`src/rtl/j1_io_pkg.sv`:
```
// rtl/j1_io_pkg.sv - shared FSM encoding, local register offsets and abort data for the J1 I/O bridge
package j1_io_pkg;

    typedef enum logic [1:0] {
        ST_IDLE = 2'd0,
        ST_WAIT = 2'd1,
        ST_DONE = 2'd2
    } state_t;

    localparam logic [7:0]  REG_STATUS   = 8'h00;
    localparam logic [7:0]  REG_TO_ADDR  = 8'h01;
    localparam logic [7:0]  REG_CYC_LO   = 8'h02;
    localparam logic [7:0]  REG_CYC_HI   = 8'h03;

    localparam logic [15:0] TIMEOUT_DATA = 16'hDEAD;

endpackage

```
`src/rtl/j1_io_regs.sv`:
```
// rtl/j1_io_regs.sv - local register page: timeout status, timeout address, optional cycle counter
// Optional feature: J1_IO_BRIDGE_CYCCNT_EN adds a 32-bit cycle counter at offsets 02/03.
module j1_io_regs
    import j1_io_pkg::*;
(
    input  logic        clk,
    input  logic        rst_n,
    input  logic        i_wr_en,
    input  logic        i_rd_en,
    input  logic [7:0]  i_offset,
    input  logic        i_wdata0,
    input  logic        i_to_set,
    input  logic [15:0] i_to_addr,
    output logic [15:0] o_rdata
);

    logic        r_to_flag;
    logic [15:0] r_to_addr;

    always_ff @(posedge clk or negedge rst_n) begin
        if (!rst_n) begin
            r_to_flag <= 1'b0;
            r_to_addr <= 16'h0000;
        end else if (i_to_set) begin
            r_to_flag <= 1'b1;
            r_to_addr <= i_to_addr;
        end else if (i_wr_en && i_offset == REG_STATUS && i_wdata0) begin
            r_to_flag <= 1'b0;
        end
    end

`ifdef J1_IO_BRIDGE_CYCCNT_EN
    logic [31:0] r_cyc;
    logic [15:0] r_cyc_hi;

    // Reading the low half freezes the matching high half for the following read.
    always_ff @(posedge clk or negedge rst_n) begin
        if (!rst_n) begin
            r_cyc    <= 32'h0;
            r_cyc_hi <= 16'h0;
        end else begin
            r_cyc <= r_cyc + 32'd1;
            if (i_rd_en && i_offset == REG_CYC_LO)
                r_cyc_hi <= r_cyc[31:16];
        end
    end
`endif

    always_comb begin
        o_rdata = 16'h0000;
        case (i_offset)
            REG_STATUS:  o_rdata = {15'h0000, r_to_flag};
            REG_TO_ADDR: o_rdata = r_to_addr;
`ifdef J1_IO_BRIDGE_CYCCNT_EN
            REG_CYC_LO:  o_rdata = r_cyc[15:0];
            REG_CYC_HI:  o_rdata = r_cyc_hi;
`endif
            default:     o_rdata = 16'h0000;
        endcase
    end

endmodule

```
`src/rtl/j1_io_bridge.sv`:
```
// rtl/j1_io_bridge.sv - J1 I/O responder: zero-wait local page, paused req/ack forwarding with timeout
// Optional feature: J1_IO_BRIDGE_CYCCNT_EN (cycle counter in the local page).
module j1_io_bridge
    import j1_io_pkg::*;
#(
    parameter logic [7:0]         LOCAL_PAGE = 8'hFF,
    parameter int                 TO_BITS    = 8,
    parameter logic [TO_BITS-1:0] TIMEOUT    = 8'd200
) (
    input  logic        sys_clk_i,
    input  logic        sys_rst_n_i,
    input  logic        io_rd,
    input  logic        io_wr,
    input  logic [15:0] io_addr,
    input  logic [15:0] io_dout,
    output logic [15:0] io_din,
    output logic        pause,
    output logic        ext_req,
    output logic        ext_we,
    output logic [15:0] ext_addr,
    output logic [15:0] ext_wdata,
    input  logic [15:0] ext_rdata,
    input  logic        ext_ack
);

    localparam logic [TO_BITS-1:0] TO_LAST = TIMEOUT - 1'b1;

    state_t             r_state;
    logic [TO_BITS-1:0] r_count;
    logic [15:0]        r_rdata_q;

    logic        w_local;
    logic        w_acc;
    logic        w_to_fire;
    logic [15:0] w_reg_rdata;

    assign w_local   = (io_addr[15:8] == LOCAL_PAGE);
    assign w_acc     = io_rd | io_wr;
    assign w_to_fire = (r_state == ST_WAIT) && !ext_ack && (r_count == TO_LAST);

    always_ff @(posedge sys_clk_i or negedge sys_rst_n_i) begin
        if (!sys_rst_n_i) begin
            r_state   <= ST_IDLE;
            r_count   <= '0;
            r_rdata_q <= 16'h0000;
            ext_req   <= 1'b0;
            ext_we    <= 1'b0;
            ext_addr  <= 16'h0000;
            ext_wdata <= 16'h0000;
        end else begin
            case (r_state)
                ST_IDLE: begin
                    if (w_acc && !w_local) begin
                        r_state   <= ST_WAIT;
                        r_count   <= '0;
                        ext_req   <= 1'b1;
                        ext_we    <= io_wr;
                        ext_addr  <= io_addr;
                        ext_wdata <= io_dout;
                    end
                end
                ST_WAIT: begin
                    r_count <= r_count + 1'b1;
                    // An ack on the final timeout cycle still completes normally.
                    if (ext_ack) begin
                        r_rdata_q <= ext_rdata;
                        ext_req   <= 1'b0;
                        r_state   <= ST_DONE;
                    end else if (r_count == TO_LAST) begin
                        r_rdata_q <= TIMEOUT_DATA;
                        ext_req   <= 1'b0;
                        r_state   <= ST_DONE;
                    end
                end
                ST_DONE: r_state <= ST_IDLE;
                default: r_state <= ST_IDLE;
            endcase
        end
    end

    j1_io_regs u_regs (
        .clk       (sys_clk_i),
        .rst_n     (sys_rst_n_i),
        .i_wr_en   ((r_state == ST_IDLE) && io_wr && w_local),
        .i_rd_en   ((r_state == ST_IDLE) && io_rd && !io_wr && w_local),
        .i_offset  (io_addr[7:0]),
        .i_wdata0  (io_dout[0]),
        .i_to_set  (w_to_fire),
        .i_to_addr (ext_addr),
        .o_rdata   (w_reg_rdata)
    );

    // Strobes repeat during reset, so pause is gated to keep the core free.
    assign pause = sys_rst_n_i &&
                   ((r_state == ST_WAIT) || ((r_state == ST_IDLE) && w_acc && !w_local));

    always_comb begin
        io_din = 16'h0000;
        if (sys_rst_n_i) begin
            if (r_state == ST_IDLE && w_acc && w_local)
                io_din = w_reg_rdata;
            else if (r_state == ST_DONE)
                io_din = r_rdata_q;
        end
    end

endmodule
```
`config.mk`:
```
export PLATFORM = sky130hd
export DESIGN_NAME = j1_io_bridge
export DESIGN_NICKNAME = d
export VERILOG_FILES = /design/src/rtl/j1_io_pkg.sv /design/src/rtl/j1_io_regs.sv /design/src/rtl/j1_io_bridge.sv
export SDC_FILE = /design/constraint.sdc
export NUM_CORES = 1
export LEC_CHECK = 0
export ABC_AREA = 1
export ABC_CLOCK_PERIOD_IN_PS = 2100
export BUFFER_PORTS_ARGS = -buffer_cell sky130_fd_sc_hd__buf_2
export CORE_AREA = 2 2 80 101
export DETAILED_ROUTE_END_ITERATION = 12
export DIE_AREA = 0 0 82 103
export HOLD_SLACK_MARGIN = 0.08
export PLACE_DENSITY = 0.79
export SYNTH_ARGS = -nofsm -noshare
export SYNTH_HDL_FRONTEND = slang
export SYNTH_HIERARCHICAL = 1
export SYNTH_SLANG_ARGS = --single-unit
```
`constraint.sdc`:
```
create_clock -name sys_clk_i -period 2.1 [get_ports sys_clk_i]
set_input_delay 0 -clock sys_clk_i [delete_from_list [all_inputs] [get_ports sys_clk_i]]
set_output_delay 0 -clock sys_clk_i [all_outputs]
set_load 0.01 [all_outputs]
```
Word level (Yosys, flattened, before mapping):

Index checks and enable logic that the tools add are counted.

* output and inout port bits: 51
* input bits: 53
* register bits after elaboration: 77

* add/subtract/negate cells: 1
* reductions and logical operators: 24
* bitwise gates (word level): 1
* mux-type cells: 18
* equal/unequal tests: 7

Operator list (count)
* $mux 16: 5
* $pmux 16 s2: 1
* $eq 8x8->1 const B: 2
* $pmux 8 s2: 1
* $logic_and 1x1->1: 11
* $add 8x1->8 const B: 1
* $eq 8x1->1 const B: 1
* $logic_not 8->1: 1
* $mux 8: 1
* $reduce_and 2->1: 4
* $mux 2: 3
* $reduce_bool 2->1: 3
* $mux 1: 5
* $pmux 2 s2: 1
* $ne 3x2->1 const B: 1
* $reduce_and 3->1: 1
* $eq 2x1->1 const B: 1
* $eq 2x2->1 const B: 1
* $logic_not 1->1: 2
* $logic_not 2->1: 1
* $ne 2x2->1 const B: 1
* $pmux 1 s2: 1
* $logic_or 1x1->1: 1
* $or 1x1->1: 1

Depth between registers and ports, before layout:

Gate-level depths: netlist of the first run.

* depth after elaboration: 7
* gate-level depth with buffers: 10
* gate-level depth less buffers: 9

Hierarchy:

Netlist of the first run, hierarchy kept.

Modules (own cells, without submodules)
* j1_io_bridge: area each 3056.7 µm², cells an instance 383, times used 1, seq. area each 1501.4 µm²
* j1_io_regs: area each 829.5 µm², cells an instance 105, times used 1, seq. area each 425.4 µm²

Worst setup path after synthesis of the first run:

No wires, ideal clock.

* path kind: register to register
* from: register r_state[0]
* to: register u_regs.r_to_addr[10]
* required time: 1.972 ns
* setup time: 0.128 ns
* path slack: 0.608 ns
* period minus slack after synthesis: 1.492 ns
* stages on the path, launching flop included: 8
* arrival: 1.364 ns
* cell sequence: dfrtp_1 inv_2 nor2_4 inv_1 buf_2 nor3_2 buf_2 o21ai_0

* longest elaborated chain between the ends: 3

Ends and longest elaborated chain
* start, declared: RTL line j1_io_bridge.sv:28 `state_t r_state;`
* start signal, assigned: RTL line j1_io_bridge.sv:43 `r_state <= ST_IDLE;`
* start signal, assigned: RTL line j1_io_bridge.sv:54 `r_state <= ST_WAIT;`
* start signal, assigned: RTL line j1_io_bridge.sv:68 `r_state <= ST_DONE;`
* $eq 2x1->1: RTL line j1_io_bridge.sv:39 `assign w_to_fire = (r_state == ST_WAIT) && !ext_ack && (r_count == TO_LAST);`
* $logic_and 1x1->1 (2 in a row): RTL line j1_io_bridge.sv:39
* via w_to_fire: RTL line j1_io_bridge.sv:34 `logic w_to_fire;`
* end signal, assigned: RTL line j1_io_regs.sv:26 `r_to_addr <= i_to_addr;`
* end, declared: RTL line j1_io_regs.sv:18 `logic [15:0] r_to_addr;`

The timed path passes the listed nets, and every way through them passes these cells.
A chain may end at the register's enable or synchronous reset.

Final worst setup path of the first run:

* from: register r_state[1]
* to: output io_din[15]

* longest elaborated chain between the ends: 5
* elaborated cells between the ends (all ways): 7

Ends and longest elaborated chain
* $logic_not 2->1: RTL line j1_io_bridge.sv:100 `if (r_state == ST_IDLE && w_acc && w_local)`
* $logic_and 1x1->1 (2 in a row): RTL line j1_io_bridge.sv:100
* $mux 16 *: RTL line j1_io_bridge.sv:100
* $mux 16 *: RTL line j1_io_bridge.sv:99 `if (sys_rst_n_i) begin`
* end, declared: RTL line j1_io_bridge.sv:16 `output logic [15:0] io_din,`

Mark *: on every way between the ends. The rest lies on a longest branch, timed or not.

==> results.ini, run 1 <==
[sta]
setup-violations-final = 0
fin_crit_sh_pct = 93.2
period_minus_slack_ps = 1960
worst_pin_slew_ps = 940
worst_slack_ps = 144
whs_ps = 105
tns_ps = 0
finClkSkew_ps = 4.27
slew_violations = 0
fmax_mhz = 511
relSlewSlack_pct = 37.4
hold_viol = 0
rsz0062_at_grt = false

[critical_path]
crit_path_max_fanout = 20
critPathArrivalTime_ps = 1960
endpoint_kind = output pin
start_kind = register
crit_required_ps = 2100
ff2ff_path_depth = 7
timing_worst_setup_path_type = register to output pin

[power_and_ir_drop]
total_leakage_power_nw = 2.68
p_per_area_nw_per_um2 = 1080
ir_drop_uv = 647
p_seq_share_pct = 43.4
power_frac_comb_pct = 36.8
netSwitchingFraction_pct = 39.2
p_int_mw = 3.40
switchingPower_mw = 2.19
clkPwrFrac_pct = 19.8

[die]
die_width_um = 82
rows = 36
io_pins = 104
chipHeight_um = 103
core_um2 = 7570
dieArea_um2 = 8450
start_util_pct = 51.2

[clock_tree]
postCtsSetupBuffers = 0
cts_tree = done
h-tree-depth = 3
root_buffer = clkbuf_8
clock_latency_ps = 350
cts_buffers = 9
clock_sinks = 77
clk_pin_slew_worst_paths_ps = 80
clk_path_buf_depth = 2

[route]
viasPerCell = 5.23
via_count = 3844
route.detailed.drc = 0
dr.pass1.iters = 5
antenna_left = 0
drt_iter0_drc = 249
wl_per_cell_um = 14.3
drt_wl_total_um = 10500

[final_layout]
final_cell_area_um2 = 5150
drive_above_1_share_pct = 23.9
nets = 689
antenna_cells = 0
fillers = 600
area_delta_synth_final_pct = 32.7

[placed_design]
hpwl_um = 6680
port_buffers = 103
place_congestion = 0.792
dp_worst_setup_slack_ps = 456
placed_area_um2 = 4370

[global_routing]
grt_max_degree = 78
grt_overflow = 0
grt.total_usage_pct = 26.2
grt_pass1_wl_um = 16700
grt_pass1_vias = 3642
antenna_found_initial = 0

[flow_run]
drv_cap = 0

[worst_hold_path]
hold_class = input pin to register
hold-path-cell-count = 4

[logic_synthesis]
postSynthCellCount = 486
synth_nets = 540
syn_area_um2 = 3880
yosys_warnings = 6
synth.avg_cell_area_um2 = 7.98

[status]
outcome = complete, no violations

metrics by stage:
| step | utilization (%) | instances | total power, mW |
|---|---|---|---|
| after floorplan | - | 486 | 3.68 |
| after global placement | 57.8 | 662 | 4.27 |
| after detailed placement | 57.8 | 662 | 4.35 |
| after CTS | 67.9 | 735 | 5.56 |
| after global routing | 68.0 | 735 | 5.96 |
| final | 68.0 | 735 | 5.58 |
cell type report:
cell class              instances  area [µm²]  area share, %
flip-flops and latches         77        1930           37.4
multi-input cells             340        1620           31.5
repair buffers                166        1130           22.0
inverters                      41         154           2.99
clock buffers                  12         145           2.82
well taps                      95         119           2.31
clock inverters                 4        47.5          0.924
power by group through the flow:
| stage | Sequential [mW] | Clock [mW] | Combinational, mW |
|---|---|---|---|
| floorplan | 2.49 | 0 | 1.19 |
| detailed placement | 2.43 | 0 | 1.93 |
| finish | 2.42 | 1.11 | 2.06 |
| global placement | 2.40 | 0 | 1.87 |
| CTS | 2.41 | 1.12 | 2.03 |
| global route | 2.48 | 1.20 | 2.29 |
flip-flops by register name, summed over array words and instances, names as in the netlist:
name              flops
ext_addr             16
ext_req               1
r_state               2
u_regs/r_to_flag      1
ext_wdata            16
r_count               8
u_regs/r_to_addr     16
ext_we                1
r_rdata_q            16
worst max-delay path: stages, from the launching register on:
cell and delay (ps):
dfrtp_1 430, inv_2 110, nand2_2 90, nor2_4 150, buf_4 260, nand4_1 180, a21oi_1 200, buf_2 170
metal layers:
layer	vias to the layer above	part of all wire [%]	track usage, %
met5	-	0	0
met4	0	2.9	13.1
met3	28	5.6	4.29
met2	142	52	45.3
met1	1819	39	31.3
li1	1855	-	-
placed cells by master, fill, tap and decap left out, types with 4 or more instances in the layout:
cell type	count
nand2_1	168
buf_2	102
dfrtp_1	77
nand3_1	67
dlygate4sd3_1	57
inv_1	37
a21oi_1	19
nand4_1	18
nor2_1	17
o21ai_1	12
nor2_2	11
clkbuf_8	10
o21ai_0	9
buf_4	7
nor2_4	5
nand2_2	4
final timing paths:
kind                                        endpoint  slack [ps]                      start
max                                       io_din[15]         140     r_state[1]$_DFFE_PN0P_
min                        r_rdata_q[12]$_DFFE_PN0P_         110                    ext_ack
max reg2reg                 ext_wdata[5]$_DFFE_PN0P_         400     r_state[1]$_DFFE_PN0P_
min reg2reg                ext_wdata[13]$_DFFE_PN0P_         470  ext_wdata[13]$_DFFE_PN0P_
max in group asynchronous  r_rdata_q[14]$_DFFE_PN0P_        1050                sys_rst_n_i
min in group asynchronous   ext_wdata[8]$_DFFE_PN0P_         460                sys_rst_n_i
timing repair:
item,4_1_cts,5_1_grt
endpoints found under the hold margin,127,0
setup endpoints to repair,0,1
resized for setup,0,1
hold buffers,57,0
Note: power is estimated with default switching activity, not from simulation.
==> inputs of run 2 (changes only) <==
--- a/config.mk
+++ b/config.mk
@@ -5,15 +5,16 @@
 export SDC_FILE = /design/constraint.sdc
 export NUM_CORES = 1
 export LEC_CHECK = 0
-export ABC_AREA = 1
+export ABC_AREA = 0
 export ABC_CLOCK_PERIOD_IN_PS = 2100
 export BUFFER_PORTS_ARGS = -buffer_cell sky130_fd_sc_hd__buf_2
-export CORE_AREA = 2 2 80 101
+export CORE_AREA = 2 2 78 99
 export DETAILED_ROUTE_END_ITERATION = 12
-export DIE_AREA = 0 0 82 103
+export DIE_AREA = 0 0 80 101
 export HOLD_SLACK_MARGIN = 0.08
-export PLACE_DENSITY = 0.79
+export PLACE_DENSITY = 0.78
 export SYNTH_ARGS = -nofsm -noshare
 export SYNTH_HDL_FRONTEND = slang
 export SYNTH_HIERARCHICAL = 1
 export SYNTH_SLANG_ARGS = --single-unit
+export TNS_END_PERCENT = 5
==> run 2 against run 1 <==
Against the previous run:
- register-to-register slack worse by 220 ps
- clock power is 14% higher
- synthesized cell count is 36% lower
- utilization is 1.4 points higher
- synthesized area is 6.6% lower
- setup slack worse by 88 ps
- wire length is 14% lower
- via count is 21% lower
- final area is 3.1% lower
==> results.ini, run 2 <==
[global_routing]
grt.total_usage_pct = 23.5  ; -2.7 points
grt_pass1_vias = 3022  ; -17%
antenna_found_initial = 0  ; unchanged
grt_max_degree = 65  ; -17%
grt_overflow = 0  ; unchanged
grt_pass1_wl_um = 14400  ; -14%

[critical_path]
crit_slowest_cell = or4_4
critPathArrivalTime_ps = 2040  ; +80 ps
path_common_cell = buf_2
timing_worst_setup_path_type = input pin to output pin
crit_family = simple AND/OR/NAND/NOR gates
path_buf_inv = 3  ; unchanged
critical_path.cell_chain = dlygate4sd3_1 -> buf_2 -> or4_4 -> nor4_1 -> a22oi_1 -> nor2b_1 -> buf_2
crit_required_ps = 2100  ; about the same
slowest_delay_ps = 570  ; +140 ps
endpoint_kind = output pin
start_kind = input pin
crit_path_max_fanout = 17  ; -15%

[sta]
period_minus_slack_ps = 2040  ; +87.9 ps
finClkSkew_ps = 8.74  ; +4.47 ps
worst_pin_slew_ps = 905  ; -34.4 ps
slew_violations = 0  ; unchanged
hold_viol = 0  ; unchanged
rsz0062_at_grt = false
fin_crit_sh_pct = 97.3  ; +4.2 points
setup-violations-final = 0  ; unchanged
worst_slack_ps = 55.8  ; -87.9 ps
relSlewSlack_pct = 39.7  ; +2.3 points
tns_ps = 0  ; unchanged
fmax_mhz = 489  ; -4.3%

[clock_tree]
h-tree-depth = 3  ; unchanged
clock_sinks = 77  ; unchanged
clk_pin_slew_worst_paths_ps = 70  ; about the same
cts_tree = done
cts_buffers = 9  ; unchanged
clk_path_buf_depth = 2  ; unchanged
clock_latency_ps = 350  ; about the same
root_buffer = clkbuf_8

[placed_design]
port_buffers = 103  ; unchanged
dp_worst_setup_slack_ps = 202  ; -254 ps
hpwl_um = 5940  ; -11%
placed_area_um2 = 4210  ; -3.8%
place_congestion = 0.746  ; -5.7%

[route]
route.detailed.drc = 0  ; unchanged
via_count = 3037  ; -21%
drt_iter0_drc = 229  ; -8.0%
highest_layer = met4
dr.pass1.iters = 5  ; unchanged
viasPerCell = 5.42  ; +3.7%
drt_wl_total_um = 9070  ; -14%
dr_wl_met3_um = 452  ; -23%
met2_length_um = 4650  ; -15%
wl_met1_um = 3720  ; -9.7%
antenna_left = 0  ; unchanged
wl_per_cell_um = 16.2  ; +13%

[final_layout]
layout_common_cells = 102 x buf_2, 77 x dfrtp_1, 52 x dlygate4sd3_1, 29 x mux2_2, 24 x nand2_1
nets = 518  ; -25%
fillers = 541  ; -9.8%
utilization_pct = 69.4  ; +1.4 points
area_delta_synth_final_pct = 37.7
drive_above_1_share_pct = 39.3  ; +15 points
final_common_cell = buf_2
antenna_cells = 0  ; unchanged
final_cell_area_um2 = 4980  ; -3.1%

[logic_synthesis]
synth_nets = 364  ; -33%
postSynthCellCount = 310  ; -36%
syn_area_um2 = 3620  ; -6.6%
synth.avg_cell_area_um2 = 11.7  ; +46%
yosys_warnings = 6  ; unchanged

[die]
core_um2 = 7180  ; -5.1%
io_pins = 104  ; unchanged
die_width_um = 80  ; -2.4%
chipHeight_um = 101  ; -1.9%
start_util_pct = 50.4  ; -0.82 points
rows = 35  ; -2.8%
dieArea_um2 = 8080  ; -4.3%

[status]
outcome = complete, no violations

[power_and_ir_drop]
p_per_area_nw_per_um2 = 1140  ; +5.2%
ir_drop_uv = 957  ; +48%
total_leakage_power_nw = 2.20  ; -18%

[flow_run]
drv_cap = 0  ; unchanged

[worst_hold_path]
hold_class = input pin to register

run 2: power breakdown:
| part | internal [mW] | switching (mW) | leakage, nW |
|---|---|---|---|
| registers | 2.03 | 0.368 | 0.911 |
| logic | 1.01 | 0.998 | 1.18 |
| clock network | 0.760 | 0.514 | 0.115 |
run 2: cell type report:
cell class | count | area [µm²] | area share (%)
flip-flops and latches | 77 | 1930 | 38.7
multi-input cells | 195 | 1540 | 30.9
repair buffers | 164 | 1110 | 22.2
clock buffers | 12 | 165 | 3.31
well taps | 92 | 115 | 2.31
clock inverters | 3 | 67.6 | 1.36
inverters | 17 | 63.8 | 1.28
run 2: through the flow:
step | cells | hold slack [ps] | total power [mW]
after floorplan | 310 | -296 | 3.57
after global placement | 493 | 81.1 | 4.23
after detailed placement | 493 | 96.1 | 4.33
after CTS | 560 | 189 | 5.70
after global routing | 560 | 238 | 6.01
final | 560 | 216 | 5.69
run 2: what timing repair did:
item	CTS	global route
gates resized for setup	0	4
setup buffers	0	0
endpoints found under the setup margin	0	4
hold buffers	52	0
hold endpoints to repair	96	0
run 2: metal layers:
layer	vias up	track usage, %
met2	116	38.5
met1	1479	29.8
li1	1420	-
met4	0	11.9
met5	-	0
met3	22	4.21
run 2: worst min-delay path: stages:
cell	delay (ps)
buf_2	140
o221ai_4	220
o21ai_0	150
run 2: path summary, 6_finish.rpt:
kind / from / endpoint / slack, ps / depth (start not counted)
min: io_rd / r_state[0]$_DFFE_PN0P_ / 220 / 3
min in group asynchronous: sys_rst_n_i / ext_wdata[8]$_DFFE_PN0P_ / 280 / 2
max reg2reg: r_count[0]$_DFFE_PN0P_ / u_regs/r_to_flag$_DFFE_PN0P_ / 180 / 6
max in group asynchronous: sys_rst_n_i / u_regs/r_to_addr[11]$_DFFE_PN0P_ / 1110 / 3
max: io_addr[2] / io_din[8] / 60 / 7
min reg2reg: r_rdata_q[11]$_DFFE_PN0P_ / r_rdata_q[11]$_DFFE_PN0P_ / 500 / 1
==> inputs of run 3 (changes only) <==
--- a/config.mk
+++ b/config.mk
@@ -13,6 +13,7 @@
 export DIE_AREA = 0 0 80 101
 export HOLD_SLACK_MARGIN = 0.08
 export PLACE_DENSITY = 0.78
+export REMOVE_ABC_BUFFERS = 1
 export SYNTH_ARGS = -nofsm -noshare
 export SYNTH_HDL_FRONTEND = slang
 export SYNTH_HIERARCHICAL = 1
==> run 3 against run 2 <==
Against the previous run:
- worst hold slack got worse by 22 ps
- sequential share of layout area is 0.21 points lower
- count of clock-buffer cells in the layout shrank 2
- maximum frequency shrank 1.9%
- setup slack worse by 39 ps
- clock skew increased by 1.7 ps
- utilization grew 0.38 points
- first-iteration DRC count rose by 4.4%
- final cell count is 0.71% higher
- largest power group unchanged
- critical path type unchanged
- sequential power is essentially flat
- critical path depth stayed put
- final area is 0.55% higher
==> results.ini, run 3 (synthesis results as in run 2) <==
[worst_hold_path]
hold_class = input pin to asynchronous set/reset pin

[critical_path]
start_kind = input pin
crit_required_ps = 2100  ; about the same
critPathArrivalTime_ps = 2080  ; +40 ps
critical_path.cell_chain = dlygate4sd3_1 -> buf_2 -> or4_4 -> nor4_2 -> a22oi_1 -> nor2b_1 -> buf_2
endpoint_kind = output pin
crit_path_max_fanout = 17  ; unchanged
timing_worst_setup_path_type = input pin to output pin
path_buf_inv = 3  ; unchanged
path_common_cell = buf_2
crit_family = simple AND/OR/NAND/NOR gates
crit_slowest_cell = or4_4
slowest_delay_ps = 700  ; +130 ps

[sta]
fmax_mhz = 480  ; -1.9%
slew_violations = 0  ; unchanged
rsz0062_at_grt = true
hold_viol = 0  ; unchanged
finClkSkew_ps = 10.5  ; +1.73 ps
period_minus_slack_ps = 2080  ; +38.6 ps
tns_ps = 0  ; unchanged
worst_pin_slew_ps = 784  ; -121 ps
fin_crit_sh_pct = 99.2  ; +1.8 points
setup-violations-final = 0  ; unchanged
relSlewSlack_pct = 47.7  ; +8.0 points

[clock_tree]
cts_buffers = 9  ; unchanged
clock_latency_ps = 350  ; about the same
h-tree-depth = 3  ; unchanged
postCtsSetupBuffers = 0  ; unchanged
clk_pin_slew_worst_paths_ps = 80  ; about the same
clk_path_buf_depth = 2  ; unchanged
clock_sinks = 77  ; unchanged
cts_tree = done
root_buffer = clkbuf_8

[die]
dieArea_um2 = 8080  ; unchanged
start_util_pct = 50.4  ; unchanged
core_um2 = 7180  ; unchanged
rows = 35  ; unchanged
io_pins = 104  ; unchanged
die_width_um = 80  ; unchanged
chipHeight_um = 101  ; unchanged

[placed_design]
place_congestion = 0.865  ; +16%
placed_area_um2 = 4220  ; +0.36%
hpwl_um = 5860  ; -1.5%
port_buffers = 103  ; unchanged

[final_layout]
final_cell_area_um2 = 5010  ; +0.55%
area_delta_synth_final_pct = 38.4
drive_above_1_share_pct = 39.8  ; +0.51 points
nets = 521  ; +0.58%
antenna_cells = 0  ; unchanged
layout_common_cells = 102 x buf_2, 77 x dfrtp_1, 52 x dlygate4sd3_1, 29 x mux2_2, 24 x nand2_1
final_common_cell = buf_2

[route]
met2_length_um = 5120  ; +10%
wl_met1_um = 3750  ; +0.97%
route.detailed.drc = 0  ; unchanged
wl_per_cell_um = 17.3  ; +6.6%
drt_iter0_drc = 239  ; +4.4%
viasPerCell = 5.57  ; +2.7%
highest_layer = met4
antenna_left = 0  ; unchanged
via_count = 3141  ; +3.4%
dr.pass1.iters = 4  ; -1
drt_wl_total_um = 9730  ; +7.3%
dr_wl_met3_um = 581  ; +29%

[global_routing]
grt_overflow = 0  ; unchanged
grt_pass1_wl_um = 15200  ; +5.4%
grt.total_usage_pct = 24.6  ; +1.1 points
grt_max_degree = 57  ; -12%
grt_pass1_vias = 3186  ; +5.4%
antenna_found_initial = 0  ; unchanged

[status]
outcome = complete, no violations

[power_and_ir_drop]
p_per_area_nw_per_um2 = 1140  ; -0.39%
ir_drop_uv = 867  ; -9.4%
total_leakage_power_nw = 2.21  ; +0.57%

[flow_run]
drv_cap = 0  ; unchanged

-- run 3: cell count changes in the layout (fill, tap and decap cells not counted), sizes merged --
| cell | before | now |
|---|---|---|
| buf | 112 | 114 |
| clkbuf | 12 | 10 |
| clkinv | 0 | 4 |
| clkinvlp | 1 | 0 |
| o221ai | 1 | 2 |
-- run 3: final cells by class --
class / instances / area, µm²
well taps: 92 / 115
clock inverters: 6 / 87.6
inverters: 17 / 63.8
multi-input cells: 196 / 1570
repair buffers: 166 / 1120
fillers: 502 / 2170
clock buffers: 10 / 128
flip-flops and latches: 77 / 1930
-- run 3: path summary, 6_finish.rpt --
path | start | to | slack [ps] | cells past startpoint
worst max-delay path | io_addr[7] | io_din[12] | 20 | 7
worst min-delay path | sys_rst_n_i | ext_addr[8]$_DFFE_PN0P_ | 190 | 2
worst max register to register | r_count[0]$_DFFE_PN0P_ | u_regs/r_to_flag$_DFFE_PN0P_ | 210 | 6
worst min register to register | ext_wdata[0]$_DFFE_PN0P_ | ext_wdata[0]$_DFFE_PN0P_ | 490 | 1
max in group asynchronous | sys_rst_n_i | ext_wdata[6]$_DFFE_PN0P_ | 1240 | 3
min in group sys_clk_i | io_rd | ext_addr[9]$_DFFE_PN0P_ | 270 | 3
-- run 3: repair_timing --
action / in CTS / in global routing
setup endpoints to repair: 0 / 24
hold buffers: 52 / 0
resized for setup: 0 / 7
hold endpoints to repair: 87 / 0
-- run 3: routing by layer --
metal  global-route usage [%]  vias up
met1                     28.9     1546
li1                         -     1434
met2                     42.9      132
met5                        0        -
met3                     5.20       29
met4                     11.0        0
-- run 3: power breakdown --
group | internal [mW] | switching [mW] | total, mW | leakage (nW)
registers | 2.03 | 0.388 | 2.42 | 0.911
logic | 1.03 | 1.04 | 2.07 | 1.19
clock network | 0.670 | 0.540 | 1.21 | 0.110
-- run 3: metrics by stage --
stage                     hold WS (ps)  setup WS [ps]  std cells  power [mW]  utilization [%]
after floorplan                   -296          -1330        289        3.50                -
after global placement            36.9            252        495        4.26             58.8
after detailed placement          40.3            225        495        4.32             58.8
after CTS                          201           15.7        563        5.61             69.0
after global routing               265          -49.2        564        6.01             69.8
final                              193           17.1        564        5.70             69.8
-- run 3: worst register-to-register path: stages, from the launching register on --
cell and delay, ps:
dfrtp_1 410, ha_1 230, and2_1 200, nand4b_1 120, nor4_2 60, or4bb_1 480
o32a_1 290
